--- config.mk ---
export PLATFORM = sky130hd
export DESIGN_NAME = h14tx_encoding
export DESIGN_NICKNAME = d
export VERILOG_FILES = /design/src/rtl/h14tx_pkg.sv /design/src/rtl/h14tx_encoding_video_enc.sv /design/src/rtl/h14tx_encoding.sv
export SDC_FILE = /design/constraint.sdc
export NUM_CORES = 1
export LEC_CHECK = 0
export BUFFER_PORTS_ARGS = -buffer_cell sky130_fd_sc_hd__buf_4
export CAP_MARGIN = 40
export CORE_ASPECT_RATIO = 1.75
export CORE_MARGIN = 2
export CORE_UTILIZATION = 59
export DETAILED_ROUTE_END_ITERATION = 8
export HOLD_SLACK_MARGIN = 0.08
export PLACE_DENSITY = 0.9
export SLEW_MARGIN = 5
export SYNTH_ARGS = -nofsm -noshare
export SYNTH_HDL_FRONTEND = slang
export SYNTH_SLANG_ARGS = --single-unit
--- constraint.sdc ---
create_clock -name clk -period 9.8 [get_ports clk]
set_clock_uncertainty 0.2 [all_clocks]
set_input_delay 0.49 -clock clk [delete_from_list [all_inputs] [get_ports clk]]
set_output_delay 0.49 -clock clk [all_outputs]
set_load 0.005 [all_outputs]
--- src/rtl/h14tx_pkg.sv ---
// Shared types and TMDS constants for the HDMI 1.4 lane encoder.
package h14tx_pkg;

    typedef enum logic [2:0] {
        PERIOD_CONTROL        = 3'd0,
        PERIOD_VIDEO_ACTIVE   = 3'd1,
        PERIOD_VIDEO_PREAMBLE = 3'd2,
        PERIOD_VIDEO_GUARD    = 3'd3,
        PERIOD_DATA_ACTIVE    = 3'd4,
        PERIOD_DATA_PREAMBLE  = 3'd5,
        PERIOD_DATA_GUARD     = 3'd6
    } period_t;

    typedef logic [9:0] symbol_t;
    typedef logic [1:0] ctl_t;
    typedef logic [3:0] data_t;
    typedef logic [7:0] video_t;

    // Symbols are written MSB (bit 9) first; bit 0 goes on the wire first.
    localparam symbol_t CTL_TOKEN_00 = 10'b1101010100;
    localparam symbol_t CTL_TOKEN_01 = 10'b0010101011;
    localparam symbol_t CTL_TOKEN_10 = 10'b0101010100;
    localparam symbol_t CTL_TOKEN_11 = 10'b1010101011;

    localparam symbol_t GUARD_VIDEO_LANE02 = 10'b1011001100;
    localparam symbol_t GUARD_VIDEO_LANE1  = 10'b0100110011;
    localparam symbol_t GUARD_DATA_LANE12  = 10'b0100110011;

    function automatic symbol_t ctl_token(input ctl_t c);
        symbol_t s;
        case (c)
            2'b00:   s = CTL_TOKEN_00;
            2'b01:   s = CTL_TOKEN_01;
            2'b10:   s = CTL_TOKEN_10;
            default: s = CTL_TOKEN_11;
        endcase
        return s;
    endfunction

    function automatic symbol_t terc4(input data_t d);
        symbol_t s;
        case (d)
            4'h0:    s = 10'b1010011100;
            4'h1:    s = 10'b1001100011;
            4'h2:    s = 10'b1011100100;
            4'h3:    s = 10'b1011100010;
            4'h4:    s = 10'b0101110001;
            4'h5:    s = 10'b0100011110;
            4'h6:    s = 10'b0110001110;
            4'h7:    s = 10'b0100111100;
            4'h8:    s = 10'b1011001100;
            4'h9:    s = 10'b0100111001;
            4'hA:    s = 10'b0110011100;
            4'hB:    s = 10'b1011000110;
            4'hC:    s = 10'b1010001110;
            4'hD:    s = 10'b1001110001;
            4'hE:    s = 10'b0101100011;
            default: s = 10'b1011000011;
        endcase
        return s;
    endfunction

    function automatic logic [3:0] ones8(input logic [7:0] v);
        logic [3:0] n;
        n = 4'd0;
        for (int i = 0; i < 8; i++) begin
            n = n + {3'd0, v[i]};
        end
        return n;
    endfunction

endpackage

--- src/rtl/h14tx_encoding_video_enc.sv ---
// DVI 8b/10b video encoder with the running-disparity register.
module h14tx_tmds_video_enc
    import h14tx_pkg::*;
(
    input  logic    clk,
    input  logic    rst_n,
    input  logic    en,
    input  video_t  video,
    output symbol_t q
);

    logic signed [4:0] cnt;
    logic signed [4:0] cnt_next;
    logic signed [4:0] diff;
    logic [3:0]        n1_video;
    logic [3:0]        n1_qm;
    logic              use_xnor;
    logic              qm8;
    logic [7:0]        qm;
    logic              balanced;

    assign n1_video = ones8(video);
    assign use_xnor = (n1_video > 4'd4) || ((n1_video == 4'd4) && !video[0]);
    assign qm8      = ~use_xnor;

    // Transition-minimising chain built in a block-local variable.
    always_comb begin
        logic [7:0] m;
        m    = 8'd0;
        m[0] = video[0];
        for (int i = 1; i < 8; i++) begin
            m[i] = use_xnor ? ~(m[i-1] ^ video[i]) : (m[i-1] ^ video[i]);
        end
        qm = m;
    end

    assign n1_qm    = ones8(qm);
    assign balanced = (n1_qm == 4'd4);
    // n1 - n0 = 2*n1 - 8; wraps harmlessly in 5 bits since the result is in -8..8.
    assign diff     = $signed({n1_qm, 1'b0}) - 5'sd8;

    // DC-balance decision and next running disparity.
    always_comb begin
        q        = '0;
        cnt_next = cnt;
        if ((cnt == 5'sd0) || balanced) begin
            q        = {~qm8, qm8, (qm8 ? qm : ~qm)};
            cnt_next = qm8 ? (cnt + diff) : (cnt - diff);
        end else if ((!cnt[4] && (n1_qm > 4'd4)) || (cnt[4] && (n1_qm < 4'd4))) begin
            q        = {1'b1, qm8, ~qm};
            cnt_next = cnt - diff + (qm8 ? 5'sd2 : 5'sd0);
        end else begin
            q        = {1'b0, qm8, qm};
            cnt_next = cnt + diff - (qm8 ? 5'sd0 : 5'sd2);
        end
    end

    // Disparity only survives across consecutive video-active cycles.
    always_ff @(posedge clk) begin
        if (rst_n) begin
            cnt <= 5'sd0;
        end else if (en) begin
            cnt <= cnt_next;
        end else begin
            cnt <= 5'sd0;
        end
    end

endmodule

--- src/rtl/h14tx_encoding.sv ---
// Per-lane TMDS symbol encoder: period muxing plus the output register.
module h14tx_encoding
    import h14tx_pkg::*;
#(
    parameter int Chan = 0
) (
    input  logic    clk,
    input  logic    rst_n,
    input  ctl_t    ctl,
    input  data_t   data,
    input  video_t  video,
    input  period_t period,
    output symbol_t symbol
);

    logic    video_en;
    symbol_t video_sym;
    symbol_t next_sym;

    assign video_en = (period == PERIOD_VIDEO_ACTIVE);

    h14tx_tmds_video_enc u_video_enc (
        .clk   (clk),
        .rst_n (rst_n),
        .en    (video_en),
        .video (video),
        .q     (video_sym)
    );

    // Select the symbol for the current period; unlisted codes fall back to control.
    always_comb begin
        next_sym = ctl_token(ctl);
        case (period)
            PERIOD_VIDEO_ACTIVE:   next_sym = video_sym;
            PERIOD_VIDEO_PREAMBLE: begin
                if (Chan == 1)      next_sym = CTL_TOKEN_01;
                else if (Chan == 2) next_sym = CTL_TOKEN_00;
                else                next_sym = ctl_token(ctl);
            end
            PERIOD_VIDEO_GUARD:    next_sym = (Chan == 1) ? GUARD_VIDEO_LANE1 : GUARD_VIDEO_LANE02;
            PERIOD_DATA_ACTIVE:    next_sym = terc4(data);
            PERIOD_DATA_PREAMBLE:  next_sym = (Chan == 0) ? ctl_token(ctl) : CTL_TOKEN_01;
            PERIOD_DATA_GUARD:     next_sym = (Chan == 0) ? terc4({2'b11, ctl}) : GUARD_DATA_LANE12;
            default:               next_sym = ctl_token(ctl);
        endcase
    end

    // One-clock registered output; reset overrides every input.
    always_ff @(posedge clk) begin
        if (rst_n) begin
            symbol <= CTL_TOKEN_00;
        end else begin
            symbol <= next_sym;
        end
    end

endmodule

# Word level (Yosys, flattened, before mapping)
# Memory sizes are Yosys's and may differ from the RTL's.
# Index checks and enable logic that the tools add are counted.
# word_totals
reg_bits	15
romBits	160
input_bits	19
out_inout_bits	10
word_cells	79
n_memories	1
# op_classes
add_sub_neg	19
n_lt_le_gt_ge	3
eq_ne	8
muxes	18
bitwise_logic	17
reduce_logical	11
# memory_table
name	words	width	read_ports	rd_ports_with_merged_regs	write_ports	line_no	rtl
(name not given)	16	10	1	0	0	h14tx_pkg.sv:42	case (d)
# op_table
op	n
$pmux 10 s3	2
$add 4x1->4	12
$pmux 10 s4	1
$mux 10	2
$mux 5	3
$add 5x5->5	2
$sub 5x5->5	2
$not 1->1	9
$eq 4x3->1 const B	2
$gt 4x3->1 const B	2
$mux 8	1
$not 8->8	1
$mux 1	7
$xor 1x1->1	7
$eq 3x3->1 const B	2
$logic_not 5->1	1
$sub 5x5->5 const B	1
$add 1x1->2	2
$lt 4x3->1 const B	1
$mux 2	2
$eq 3x1->1 const B	1
$eq 3x2->1 const B	1
$logic_and 1x1->1	3
$logic_or 1x1->1	3
other kinds (5)	6

# Logic depth before layout (Yosys ltp)
# Gate-level depths: netlist of run 1.
# depth
word_depth	36
depth_mapped	28
mapped_depth_nobuf	27

# Hierarchy
# Synthesis of run 1 repeated with hierarchy kept, for this count alone.
# hier_totals
cells_unflattened	267
hier_area_um2	2258.4
# modules_own_cells
module	instances	cells_each	area_per_inst_um2
h14tx_tmds_video_enc	1	137	1242.4
h14tx_encoding	1	130	1016.0

# Least setup slack after synthesis of run 1
# Ideal clock, no wire load.
# synth_path
path_type	input-to-reg
start	in video[0]
end	reg u_video_enc.cnt[3]
setup_time_ns	0.070
arrival_ns	7.467
required_ns	9.530
path_slack_ns	2.063
stages	25
path_buffers	1
cell_sequence	ha_1 -> inv_1 -> fa_1 -> fa_1 -> inv_1 -> fa_1 -> fa_1 -> nor3b_2 -> o211ai_2 -> and2_4 -> buf_4 -> xnor2_1 -> ha_1 -> inv_1 -> fa_1 -> fa_1 -> fa_1 -> fa_1 -> fa_1 -> ha_1 -> xnor2_1 -> nor2_1 -> a211oi_1 -> or3_1 -> a21oi_1
# synth_via
elab_chain_len	35
word_cells_on_any_way	57
# synth_lines
item	line_no	rtl
start, declared	h14tx_encoding.sv:11	input video_t video,
parallel branches: the longest is 34 deep, another holds $add 4x1->4	-	
$mux 5 *	h14tx_encoding_video_enc.sv:46	if ((cnt == 5'sd0) || balanced) begin
end signal, assigned	h14tx_encoding_video_enc.sv:63	cnt <= cnt_next;
end, declared	h14tx_encoding_video_enc.sv:12	logic signed [4:0] cnt;
# Mark *: on every way between the ends.
# A chain may end at the register's enable or synchronous reset.

# Final worst setup path of run 1
# layout_path
start	in video[0]
end	reg u_video_enc.cnt[4]
# Same word-level chain as after synthesis.

==> impl_metrics.yaml, run 1 <==
status:
  status: "finished clean"
synth:
  synth_seq_cells: 14
  synth_top_area_cell: "ha_1"
  synth_most_common_cell: "ha_1"
  synth_area_leaders: "ha_1 (17%), dfxtp_1 (12%), fa_1 (8.7%), inv_1 (4.4%), xnor2_1 (4.2%)"
  synthTopCellsByCount: "ha_1 (32), inv_1 (27), a21oi_1 (19)"
  synth_top_area_share_pct: 17.50
  synth_cell_types: 58
  syn_inst: 280
  synth_edf_count: 0
  yosys_warnings: 0
  avgSynthCellArea_um2: 8.173
  netlist_area_um2: 2288
  async_flop_share_pct: 0
  ys_seq_area_share_pct: 12.25
  synthFlopType: "dfxtp_1"
  syn_nets: 341
floorplan:
  core_area_um2: 3791
  die_h_um: 86.39
  start_util_pct: 60.36
  dieArea_um2: 4413
  die_w_um: 51.08
  fp-row-count: 30
  ioPinCount: 29
drt:
  wl_um: 5536
  drt_iter0_drc: 77
  first_pass_iters: 4
  remaining_drc_errors: 0
  detail-route-antenna-nets: 0
  viasPerCell: 6.000
  dr_total_vias: 2088
  wl_per_cell_um: 15.91
worst_setup_path:
  cp.arrival_ns: 8.10
  crit_top_cell: "fa_1"
  r2r-start: "u_video_enc.cnt[1]$_SDFF_PP0_"
  ff2ff_path_depth: 9
  cp-end-kind: "flop"
  path_max_fanout: 11
  critPathMaxStageDelay_ns: 0.69
  rr_endpoint: "u_video_enc.cnt[4]$_SDFF_PP0_"
  critical_path.top_delay_family: "adder cells"
  cp-start-kind: "primary input"
  cp_num_buf_inv: 5
  ff2ff_setup_slack_ns: 7.35
  cp.required_ns: 9.75
  path_class: "in2reg"
  crit_path_top_delay_cell: "fa_1"
cells_and_area:
  num_antenna_cells: 0
  fin_cells: 348
  final_area_um2: 2552
  multi_input_area_um2: 1829
  nNetsFinal: 362
  area_delta_synth_final_pct: 11.54
  drive_above_1_share_pct: 15.67
  nFillCells: 321
  layout.area.seq_um2: 280.3
timing:
  slew_violations: 0
  hold_violations: 0
  tns_ns: 0
  setup_violations: 0
  rsz0062_at_grt: "false"
  achievable-frequency_mhz: 122.7
  timing.final.crit_share_pct: 83.19
  slew_headroom_pct: 57.16
  fin_crit_ns: 8.152
  worst_pin_slew_ns: 0.6396
clocking:
  clkTransAtPathRegs_ns: 0.06
  ctsHoldBuffers: 0
  cts.sinks: 14
  cts_root_buf: "clkbuf_8"
  cts_tree: "built"
  post-cts-setup-buffer-count: 0
  cts_buffer_depth: 2
  htree_levels: 1
  clkLatencyLatePin_ns: 0.25
  cts_resized: 0
  cts_buffers: 3
placed_design:
  globalplace.congestion: 0.9268
  place_inst: 344
  hpwl_um: 4589
  place_area_um2: 2497
  io_buffers: 28
job:
  maxCapViolCount: 0
grt:
  grt_pass1_vias: 2096
  overflow: 0
  antenna_found_initial: 0
  grt_pass1_wl_um: 9308
  grt_use_total_pct: 27.74
  grt_max_degree: 21
hold_path:
  holdPathStages: 2
  min_path_type: "in2reg"
  min-delay-start: "rst_n"
  min_to: "symbol[0]$_SDFF_PP0_"
layer usage:
layer	track usage (%)	wire, um	up-vias
li1	-	-	1007
met1	26.69	1967	998
met2	53.25	3097	55
met3	3.621	184	28
met4	16.71	286	0
met5	0	0	-
placed cells by master (no fill, tap or decap), types with 8 or more instances in the layout:
cell type,instances
a211oi_1,9
a21oi_1,19
buf_4,28
dfxtp_1,14
fa_1,10
ha_1,32
inv_1,27
nand2_1,14
nor2_1,16
nor2b_1,9
nor3_1,8
o21ai_0,8
xnor2_1,11
xor2_1,10
worst max path at each step:
| stage | from | endpoint | slack (ns) | cells past startpoint |
|---|---|---|---|---|
| finish | video[0] | u_video_enc.cnt[4]$_SDFF_PP0_ | 1.65 | 26 |
| CTS | video[0] | u_video_enc.cnt[4]$_SDFF_PP0_ | 1.69 | 26 |
| global route | video[0] | u_video_enc.cnt[4]$_SDFF_PP0_ | 1.32 | 26 |
| detailed placement | video[0] | u_video_enc.cnt[4]$_SDFF_PP0_ | 1.45 | 26 |
| floorplan | video[0] | u_video_enc.cnt[3]$_SDFF_PP0_ | 2.06 | 25 |
| global placement | video[0] | u_video_enc.cnt[4]$_SDFF_PP0_ | 1.65 | 26 |
registers in the layout (all words and copies together), names as in the netlist:
name	flops
symbol	10
u_video_enc.cnt	4
kinds of logic (layout without fill, tap and decap cells):
group / after synthesis / after routing / synth area share [%]
AO/OA/AOI/OAI: 73 / 73 / 21.54
XOR/XNOR: 25 / 25 / 10.88
adder cells (fa/ha/maj): 42 / 42 / 26.24
buffers and inverters: 42 / 62 / 7.819
flip-flops: 14 / 14 / 12.25
multiplexers: 5 / 5 / 2.734
AND/OR/NAND/NOR: 79 / 79 / 18.54
stage by stage:
step / utilization [%] / hold WS (ns) / setup WS, ns
3_5_place_dp: 65.87 / 0.4822 / 1.453
3_3_place_gp: 65.87 / 0.4781 / 1.649
6_report: 67.33 / 0.3142 / 1.648
4_1_cts: 67.33 / 0.3077 / 1.693
2_1_floorplan: - / 0.4068 / 2.063
5_1_grt: 67.33 / 0.3109 / 1.324
cell type report:
class                      count  share of cell area (%)
clock buffer                   4                   2.157
inverter                      30                   4.608
multi-input combinational    224                   71.67
sequential                    14                   10.98
tap                           48                   2.353
timing repair buffer          28                   8.235
Power of run 1 is left out: the tool's default activity adds up to more than one toggle a clock period on the data nets, which glitch-free logic cannot reach.
==> inputs of run 2 (changes only) <==
==> constraint.sdc (replaced) <==
create_clock -name clk -period 7.7 [get_ports clk]
set_clock_uncertainty 0.2 [all_clocks]
set_input_delay 0.385 -clock clk [delete_from_list [all_inputs] [get_ports clk]]
set_output_delay 0.385 -clock clk [all_outputs]
set_load 0.005 [all_outputs]
==> impl_metrics.yaml, run 2 (same netlist as run 1, synthesis figures left out) <==
status:
  status: "finished clean"
hold_path:
  holdPathStages: 2
  min-delay-start: "rst_n"
  min_to: "symbol[0]$_SDFF_PP0_"
  min_path_type: "in2reg"
placed_design:
  io_buffers: 28
  place_inst: 356
  hpwl_um: 4644
  globalplace.congestion: 0.8723
drt:
  viasPerCell: 5.961
  wl_per_cell_um: 15.73
  drt_iter0_drc: 62
  wl_um: 5695
  first_pass_iters: 4
  remaining_drc_errors: 0
  detail-route-antenna-nets: 0
  dr_total_vias: 2158
worst_setup_path:
  cp.arrival_ns: 7.42
  path_class: "in2reg"
  ff2ff_setup_slack_ns: 5.27
  cp-start-kind: "primary input"
  rr_endpoint: "u_video_enc.cnt[3]$_SDFF_PP0_"
  r2r-start: "u_video_enc.cnt[1]$_SDFF_PP0_"
  cp-end-kind: "flop"
  ff2ff_path_depth: 9
  cp.required_ns: 7.68
  path_max_fanout: 5
grt:
  grt_use_total_pct: 28.37
  grt_pass1_vias: 2240
  antenna_found_initial: 0
  grt_pass1_wl_um: 9660
  grt_max_degree: 21
  overflow: 0
timing:
  slew_violations: 0
  tns_ns: 0
  achievable-frequency_mhz: 134.6
  timing.final.crit_share_pct: 96.52
  slew_headroom_pct: 69.64
  hold_violations: 0
  fin_crit_ns: 7.432
  whs_ns: 0.2047
  setup_violations: 0
  worst_pin_slew_ns: 0.4513
clocking:
  ctsHoldBuffers: 0
  htree_levels: 1
  cts_buffers: 3
  cts.sinks: 14
  cts_tree: "built"
  cts_buffer_depth: 2
  clkLatencyLatePin_ns: 0.25
  cts_root_buf: "clkbuf_8"
  clkTransAtPathRegs_ns: 0.06
floorplan:
  start_util_pct: 60.36
  die_h_um: 86.39
  fp-row-count: 30
  ioPinCount: 29
  die_w_um: 51.08
  core_area_um2: 3791
  dieArea_um2: 4413
cells_and_area:
  num_antenna_cells: 0
  nNetsFinal: 376
  nFillCells: 286
  final_common_cell: "buf_4"
  fin_cells: 362
  area_delta_synth_final_pct: 17.88
  largestRegisters: "symbol (10), u_video_enc.cnt (4)"
  drive_above_1_share_pct: 21.97
  layout_common_cells: "buf_4 (42), ha_1 (32), inv_1 (27)"
  max_flop_register: "symbol"
  largest_reg_flops: 10
job:
  maxCapViolCount: 0
## run 2: worst max-delay path: stages
cell,delay (ns)
buf_4,0.12
ha_1,0.30
inv_1,0.10
fa_1,0.45
fa_1,0.51
inv_1,0.05
fa_1,0.39
fa_1,0.49
nor3b_4,0.28
o211ai_2,0.12
and2_4,0.18
xnor2_1,0.12
ha_1,0.27
inv_1,0.05
fa_1,0.48
fa_1,0.53
fa_2,0.43
fa_2,0.62
fa_2,0.49
ha_1,0.23
xnor2_1,0.14
nor2_1,0.12
a211oi_1,0.07
or3_1,0.35
a21oi_1,0.13
## run 2: repair_timing
action / in CTS / in global routing
setup endpoints to repair: 0 / 11
buffers inserted: 0 / 2
gates resized for setup: 0 / 9
## run 2: layer usage
| layer | global-route usage [%] | share of wire (%) | vias to the layer above |
|---|---|---|---|
| li1 | - | - | 1039 |
| met1 | 26.25 | 34 | 1018 |
| met2 | 54.19 | 56 | 65 |
| met3 | 3.793 | 3.7 | 36 |
| met4 | 19.90 | 6.6 | 0 |
| met5 | 0 | 0 | - |
## run 2: area by class of cell
type                    count  area (um2)  share of cell area [%]
well taps                  48       60.06                   2.226
flip-flops and latches     14       280.3                   10.39
inverters                  30       117.6                   4.360
clock buffers               4       55.05                   2.041
repair buffers             42       315.3                   11.69
multi-input cells         224        1869                   69.29
## run 2: how the worst max path moves through the flow
stage	from	endpoint	cells after the start
floorplan	video[0]	u_video_enc.cnt[3]$_SDFF_PP0_	25
global placement	video[0]	u_video_enc.cnt[4]$_SDFF_PP0_	26
detailed placement	video[0]	u_video_enc.cnt[4]$_SDFF_PP0_	26
CTS	video[0]	u_video_enc.cnt[4]$_SDFF_PP0_	26
global route	video[0]	u_video_enc.cnt[4]$_SDFF_PP0_	26
finish	video[0]	u_video_enc.cnt[3]$_SDFF_PP0_	25
## run 2: metrics by stage
step,util [%],setup slack (ns),cell area [um2]
after global placement,68.25,0.02675,2587
final,71.16,0.2682,2698
after detailed placement,68.25,-0.2281,2587
after global routing,71.16,-0.02804,2698
after floorplan,-,0.06837,2288
after CTS,69.70,0.02704,2643
Power of run 2 is left out for the same reason.
==> inputs of run 3 (changes only) <==
--- a/config.mk
+++ b/config.mk
@@ -16,4 +16,5 @@
 export SLEW_MARGIN = 5
 export SYNTH_ARGS = -nofsm -noshare
 export SYNTH_HDL_FRONTEND = slang
+export SYNTH_HIERARCHICAL = 1
 export SYNTH_SLANG_ARGS = --single-unit
==> impl_metrics.yaml, run 3 <==
status:
  status: "finished clean"
grt:
  grt_use_total_pct: 25.77
  grt_util_met2_pct: 53.47
  grtUsageMet1_pct: 24.84
  grt_pass1_wl_um: 8783
  use_met3_pct: 2.091
  grt_max_degree: 19
  antenna_found_initial: 0
  overflow: 0
  grt_pass1_vias: 2043
  globalRoute.busiestLayer: "met2"
floorplan:
  die_h_um: 85.85
  core_area_um2: 3665
  start_util_pct: 61.63
  dieArea_um2: 4358
  fp-row-count: 29
  die_w_um: 50.77
  ioPinCount: 29
clocking:
  ctsHoldBuffers: 0
  htree_levels: 1
  cts_tree: "built"
  cts.sinks: 14
  cts_root_buf: "clkbuf_8"
  cts_buffers: 3
  clkLatencyLatePin_ns: 0.23
  cts_buffer_depth: 2
  clkTransAtPathRegs_ns: 0.05
cells_and_area:
  multi_input_area_um2: 1795
  nFillCells: 298
  drive_above_1_share_pct: 17.81
  nNetsFinal: 356
  layout.area.seq_um2: 280.3
  largest_reg_flops: 10
  area_delta_synth_final_pct: 12.91
  max_flop_register: "symbol"
  layout_common_cells: "inv_1 (34), ha_1 (33), buf_4 (33)"
  largestRegisters: "symbol (10), u_video_enc/cnt (4)"
  final_common_cell: "inv_1"
  num_antenna_cells: 0
synth:
  synth_compound_area_share_pct: 20.66
  synth_top_family_by_area: "adder cells"
  syn_inst: 267
  synth_cell_types: 53
  muxShareOfSynthArea_pct: 0.4432
  async_flop_share_pct: 0
  avgSynthCellArea_um2: 8.458
  synthFlopType: "dfxtp_1"
  yosys_warnings: 6
  syn_nets: 329
  synthTopCellsByCount: "ha_1 (34), inv_1 (34), nand2_1 (20)"
  synth-simple-area-share_pct: 15.01
  synth_top_area_cell: "ha_1"
  synth_area_leaders: "ha_1 (19%), dfxtp_1 (12%), fa_1 (8.0%), xnor2_1 (7.0%), inv_1 (5.7%)"
  synth_seq_cells: 14
  ys_seq_area_share_pct: 12.41
  synthAdderAreaFrac_pct: 26.81
  netlist_area_um2: 2258
  synth_xor_area_share_pct: 15.73
  synth_edf_count: 0
  synth_top_area_share_pct: 18.84
job:
  maxCapViolCount: 0
worst_setup_path:
  path_class: "in2reg"
  cp.required_ns: 7.61
  cp.arrival_ns: 7.31
  critical_path_depth: 28
  cp-end-kind: "flop"
  ff2ff_path_depth: 8
  cp-start-kind: "primary input"
  path_max_fanout: 4
  crit_top_cell: "fa_1"
  crit_path_top_delay_cell: "fa_1"
  critical_path.top_delay_family: "adder cells"
  critPathMaxStageDelay_ns: 0.57
  cp_num_buf_inv: 5
timing:
  fin_crit_ns: 7.396
  setup_slack_ns: 0.3042
  setup_violations: 0
  slew_headroom_pct: 70.90
  tns_ns: 0
  slew_violations: 0
  rsz0062_at_grt: "false"
  timing.final.crit_share_pct: 96.05
  hold_violations: 0
  achievable-frequency_mhz: 135.2
  worst_pin_slew_ns: 0.4334
  whs_ns: 0.1821
placed_design:
  dp_slack_ns: -0.1662
  hpwl_um: 4484
  io_buffers: 28
  globalplace.congestion: 0.9258
drt:
  first_pass_iters: 4
  drt_iter0_drc: 54
  wl_um: 5338
  detail-route-antenna-nets: 0
  remaining_drc_errors: 0
  viasPerCell: 5.908
  dr_total_vias: 1997
  wl_per_cell_um: 15.79
hold_path:
  holdPathStages: 2
  min_path_type: "in2reg"
==> run 3: changes by cell type in the layout (fill, tap and decap cells not counted), moves of 5 or more <==
cell     before  now
a21oi_1      18   12
buf_4        42   33
xnor2_1      10   17
nor2_1       16   11
inv_1        27   34
nand2_1      14   20
==> run 3: logic make-up after synthesis <==
family / Yosys count
buffers and inverters: 45
AOI/OAI and AO/OA: 64
adders and majority gates: 43
DFF: 14
muxes: 1
and+or+nand+nor: 65
xor gates and xnor gates: 35
==> run 3: metrics by stage <==
step           instances  area, um2  util (%)
2_1_floorplan        267       2258         -
3_3_place_gp         333       2475     67.53
3_5_place_dp         333       2475     67.53
4_1_cts              336       2516     68.66
5_1_grt              338       2550     69.58
6_report             338       2550     69.58
==> run 3: worst register-to-register path, cell delays in order, from the launching register on <==
cell,delay [ns]
dfxtp_1,0.44
inv_1,0.07
ha_1,0.22
inv_1,0.07
fa_1,0.46
ha_1,0.23
xor2_1,0.16
a211oi_1,0.25
a311oi_1,0.08
==> run 3: area by class of cell <==
type                    instances  share of cell area [%]
clock buffers                   3                   1.619
inverters                      34                   5.005
multi-input cells             208                   70.41
flip-flops and latches         14                   10.99
well taps                      46                   2.257
repair buffers                 33                   9.715
==> run 3: worst paths after layout <==
kind,end,slack (ns),start
min,symbol[1]$_SDFF_PP0_,0.18,rst_n
max reg2reg,u_video_enc/cnt[3]$_SDFF_PP0_,5.39,u_video_enc/cnt[1]$_SDFF_PP0_
max,symbol[3]$_SDFF_PP0_,0.30,video[0]
min reg2reg,u_video_enc/cnt[1]$_SDFF_PP0_,0.57,u_video_enc/cnt[1]$_SDFF_PP0_
==> run 3: per-layer routing <==
| layer | share of wire [%] | wire length, um |
|---|---|---|
| met1 | 36 | 1903 |
| met2 | 58 | 3104 |
| met3 | 3.0 | 162 |
| met4 | 3.1 | 167 |
| met5 | 0 | 0 |
==> run 3: timing repair <==
item | CTS | global route
setup buffers | 0 | 2
endpoints found under the setup margin | 0 | 8
resized for setup | 0 | 4
Power of run 3 is left out for the same reason.
